`config.mk`:
```
export PLATFORM = sky130hd
export DESIGN_NAME = instruction_fetch_unit
export DESIGN_NICKNAME = d
export VERILOG_FILES = /design/src/rtl/instruction_fetch_unit.sv
export SDC_FILE = /design/constraint.sdc
export NUM_CORES = 1
export LEC_CHECK = 0
export ABC_CLOCK_PERIOD_IN_PS = 6200
export CAP_MARGIN = 15
export CELL_PAD_IN_SITES_DETAIL_PLACEMENT = 0
export CELL_PAD_IN_SITES_GLOBAL_PLACEMENT = 1
export CORE_AREA = 2 2 135 137
export DETAILED_ROUTE_END_ITERATION = 8
export DIE_AREA = 0 0 137 139
export GPL_TIMING_DRIVEN = 1
export PLACE_DENSITY = 0.85
export SLEW_MARGIN = 20
export SYNTH_ARGS = -nofsm -noshare
export SYNTH_HDL_FRONTEND = slang
export SYNTH_SLANG_ARGS = --single-unit
export TNS_END_PERCENT = 10
```
`constraint.sdc`:
```
create_clock -name clk -period 6.2 [get_ports clk]
set_clock_uncertainty 0.2 [all_clocks]
set_input_delay 1.24 -clock clk [delete_from_list [all_inputs] [get_ports clk]]
set_output_delay 1.24 -clock clk [all_outputs]
set_load 0.01 [all_outputs]
```
`src/rtl/instruction_fetch_unit.sv`:
```
// Fetch stage: owns the PC, drives instruction_address, and holds fetched words in an IF/ID register handed to decode over valid/ready.
// Optional `define FETCH_COUNT_EN adds a fetch_count output that counts transfers.
module instruction_fetch_unit #(
  parameter logic [31:0] RESET_PC  = 32'h0000_0000,
  parameter logic [31:0] NOP_INSTR = 32'h0000_0013
) (
  input  logic        clk,
  input  logic        reset,
  output logic [31:0] instruction_address,
  input  logic [31:0] instruction,
  input  logic        redirect_valid,
  input  logic [31:0] redirect_target,
  input  logic        flush,
  output logic        out_valid,
  input  logic        out_ready,
  output logic [31:0] out_pc,
  output logic [31:0] out_pc_plus4,
  output logic [31:0] out_instr,
`ifdef FETCH_COUNT_EN
  output logic [31:0] fetch_count,
`endif
  output logic        misaligned_fault
);

  typedef enum logic [1:0] {
    IDLE  = 2'd0,
    FETCH = 2'd1,
    FAULT = 2'd2
  } state_t;

  state_t      state, state_next;
  logic [31:0] pc;
  logic [31:0] pc_plus4;
  logic        misaligned;
  logic        load;

  assign pc_plus4            = pc + 32'd4;
  assign misaligned          = redirect_valid && (redirect_target[1:0] != 2'b00);
  assign load                = !out_valid || out_ready;
  assign instruction_address = pc;

  // NOTE: state is updated with non-blocking assignments so every register samples pre-edge values.
  always_ff @(posedge clk or posedge reset) begin
    if (reset) state <= IDLE;
    else       state <= state_next;
  end

  // NOTE: defaulting state_next before the case keeps this block free of inferred latches.
  always_comb begin
    state_next = state;
    case (state)
      IDLE:    state_next = FETCH;
      FETCH:   if (misaligned) state_next = FAULT;
      FAULT:   state_next = FAULT;
      default: state_next = IDLE;
    endcase
  end

  // FAULT is terminal until reset, so the sticky flag is exactly "in FAULT".
  always_comb begin
    misaligned_fault = (state == FAULT);
  end

  always_ff @(posedge clk or posedge reset) begin
    if (reset) begin
      pc           <= RESET_PC;
      out_valid    <= 1'b0;
      out_pc       <= 32'h0;
      out_pc_plus4 <= 32'h0;
      out_instr    <= NOP_INSTR;
    end else if (state == FETCH) begin
      if (misaligned || redirect_valid || flush) begin
        // Any of these empties IF/ID; only an aligned redirect moves the PC.
        out_valid <= 1'b0;
        out_instr <= NOP_INSTR;
        if (redirect_valid && !misaligned) pc <= redirect_target;
      end else if (load) begin
        out_valid    <= 1'b1;
        out_pc       <= pc;
        out_pc_plus4 <= pc_plus4;
        out_instr    <= instruction;
        pc           <= pc_plus4;
      end
    end
  end

`ifdef FETCH_COUNT_EN
  always_ff @(posedge clk or posedge reset) begin
    if (reset)                                        fetch_count <= 32'h0;
    else if (state == FETCH && out_valid && out_ready) fetch_count <= fetch_count + 32'd1;
  end
`endif

endmodule
```
==> summary.md <==
| Metric | Value |
|---|---|
| Leak | approximately 3.7 nW |
| GRT overflow | 0 |
| CP required | 6.35 ns |
| Htree depth | 4 |
| Number of global-route vias before repair | 4954 |
| # nets final | roughly 850 |
| Top-count cell post-synth | nand2_1 |
| Critical Path, Cell by Cell | clkdlybuf4s50_1 -> nor3b_1 -> nand2_4 -> or3_1 -> nand3_1 |
| EDFF count, synth | 0 |
| Global-route wire length before repair | between 20000 and 30000 um |
| Delay-heaviest family, CP | simple AND/OR/NAND/NOR gates |
| Total Routing Usage GR | 18.8% |
| Die W | 137 um |
| Met2 Use GR | 27.5% |
| CTS tree | yes |
| Mapped Area | 5860 sq um |
| Primary FF master, synth | dfrtp_1 |
| Synth Area per Inst | 9.70 sq um |
| Startpoint types | input port |
| Endpoints failing hold | 0 |
| Overall routed net length | 17300 um |
| R2R Setup Slk | 3.02 ns |
| Yosys warning count | 0 |
| Top Ports | 199 |
| PortBufs | approximately 200 |
| Layout overhead on the synthesized area | 47.7% |
| CTS Hold Bufs | 0 |
| Post-route minimum period | 3.70 ns |
| Worst-path clk slew | 0.06 ns |
| WP data arrival | between 3 and 4 ns |
| Antenna violations before repair | 0 |
| Die height | 139 um |
| Final HPWL DP | ~12000 um |
| Period utilisation layout | between 50% and 60% |
| Most frequent cells after synthesis | nand2_1, dfrtp_1, o21ai_0 |
| Biggest cell delay along the critical path | 0.68 ns |
| Vias per cell | 5.00 |
| Fmax | roughly 270 MHz |
| Max Cap Viol | 0 |
| Gr busiest metal | met2 |
| Non-filler instance count after layout | 1018 |
| Crit end category | register |
| Final GP Congestion | 0.782 |
| Met3 usage | under 10% |
| Synth top area cells | dfrtp_1, nand2_1, a22o_1, o21ai_0, clkbuf_1 |
| DR iter-0 viols | roughly 300 |
| CP max stage cell | nor3b_1 |
| RR Startpoint | state[1] |
| RSZ-0062 raised after global routing | no |
| Setup violators final | 0 |
| Residual DRC | 0 |
| R2r endpoint | out_pc_plus4[21] |
| Seq/Total Area, Yosys | 55.2% |
| Resize count post-CTS | 0 |
| TritonCTS buffer count | 17 |
| Status | completed |
| Crit path kind | input port to register |
| Pwr/cell area | between 500 and 600 nW/um^2 |
| Share of layout cells above drive strength 1 | 7.10% |
| Clock sinks | ~130 |
| Yosys top cell by area | dfrtp_1 |
| Syn_nets | 677 |
| Diodes inserted | 0 |
| Setup_tns | 0 ns |
| Post-Syn Instances | 604 |
| Worst setup margin | 2.50 ns |
| Synth unique cells | 51 |
| Synthesized flop and latch total | 129 |
| Final Slew Violations | 0 |
| WL/cell | 16.9 um |
| Site Rows | slightly below 50 |
| Dpl ws | 2.11 ns |
| Worst setup endpoint | out_pc_plus4[21] |
| Clk root buf | clkbuf_16 |
| Via count | 5088 |
| WP buf/inv | 1 |
| Largest net degree at the start of global routing | just over 100 |
| Setup Fix Bufs, Post-CTS | 0 |
| Critical Path Fanout Max | 102 |
| Max-Slew Margin vs Limit | 31.9% |
| Hold WC Path Type | register to register |
| 1st-pass router iterations | 5 |
| CP Depth | 5 |
| Post-route ant nets | 0 |
| Peak VDD IR | 0.206 mV |
| Starting Density | 33.2% |
| Share of the synthesized area in the top cell type | about 54% |
| Core Box Area | 17700 sq um |
| Clk Latency, worst-skew pair | 0.42 ns |
| Worst-Margin Slew | roughly 1.0 ns |
| Clk buf depth | 2 |
| CP startpoint | redirect_valid |
| Cells after DPL | 986 |
| Die Area | 19000 sq um |
| GR Util met1 | 25.9% |
| FF-to-FF path depth | 6 |
| Async SR Flop Fraction | 100% |
-- routing by layer --
metal / wire length, um / up-vias / part of all wire, %
met5: 0 / - / 0
met4: 260 / 0 / 1.5
met3: 1420 / 18 / 8.2
met2: 7940 / 188 / 46
met1: 7640 / 2430 / 44
li1: - / 2452 / -
-- state kept, by name, summed over array words and instances, names as in the netlist --
signal               flops
instruction_address     32
out_instr               32
out_pc                  32
out_pc_plus4            30
out_valid                1
state                    2
-- placed cells by master (no fill, tap or decap), types with 6 or more instances in the layout --
cell type and count:
a21o_1 6, xnor2_1 12, o22ai_1 6, a22o_1 29, clkdlybuf4s50_1 198, nand3_1 24, buf_4 6, a21oi_1 17
nand4_1 10, clkbuf_16 17, o21ai_0 46, nor2_1 22, a22oi_1 9, nand2_1 142, dfrtp_1 126, and3_1 10
xor2_1 13
-- through the flow --
step	area [sq um]	power [W]	hold slack [ns]	util (%)
after global placement	7990	0.00329	0.258	45.3
final	8650	0.00440	0.272	49.0
after floorplan	5860	0.00231	0.254	-
after global routing	8650	0.00469	0.296	49.0
after detailed placement	7990	0.00332	0.262	45.3
after CTS	8640	0.00445	0.277	49.0
-- cells by family (layout without fill, tap and decap cells) --
| family | count (synthesis) | count (layout) | synth area share (%) |
|---|---|---|---|
| AOI/OAI and AO/OA | 142 | 142 | 16.5 |
| xor gates and xnor gates | 25 | 25 | 3.74 |
| adders and majority gates | 4 | 4 | 0.855 |
| buffers and inverters | 56 | 241 | 4.04 |
| DFF | 129 | 129 | 55.2 |
| muxes | 1 | 1 | 0.192 |
| and+or+nand+nor | 247 | 247 | 19.5 |
-- power breakdown --
part           switching [W]  total [W]  leakage, nW  internal [W]
logic               0.000708    0.00167         1.79      0.000965
clock network       0.000384    0.00111        0.310      0.000725
registers           0.000398    0.00162         1.63       0.00123
-- area by class of cell --
| type | instances | area [sq um] |
|---|---|---|
| Multi-Input combinational cell | 419 | 2430 |
| Inverter | 5 | 23.8 |
| Clock inverter | 13 | 209 |
| Clock buffer | 19 | 443 |
| Fill cell | 1666 | 9010 |
| Timing Repair Buffer | 204 | 2030 |
| Tap cell | 229 | 287 |
| Sequential cell | 129 | 3230 |
-- worst min-delay path, delay by kind of cell, from the launching register on --
| kind | cells | cell delay, ns |
|---|---|---|
| flip-flops | 1 | 0.34 |
| AND/OR/NAND/NOR | 2 | 0.10 |
-- worst min path at each step --
| stage | from | end | slack, ns | cells past startpoint |
|---|---|---|---|---|
| finish | out_pc[3] | out_pc[3] | 0.27 | 2 |
| global route | out_pc[16] | out_pc[16] | 0.30 | 2 |
| CTS | out_pc[29] | out_pc[29] | 0.28 | 2 |
| detailed placement | out_pc[29] | out_pc[29] | 0.26 | 2 |
| global placement | out_pc[5] | out_pc[5] | 0.26 | 2 |
| floorplan | instruction_address[0] | out_pc[0] | 0.25 | 2 |
(Power assumes the default switching activity.)
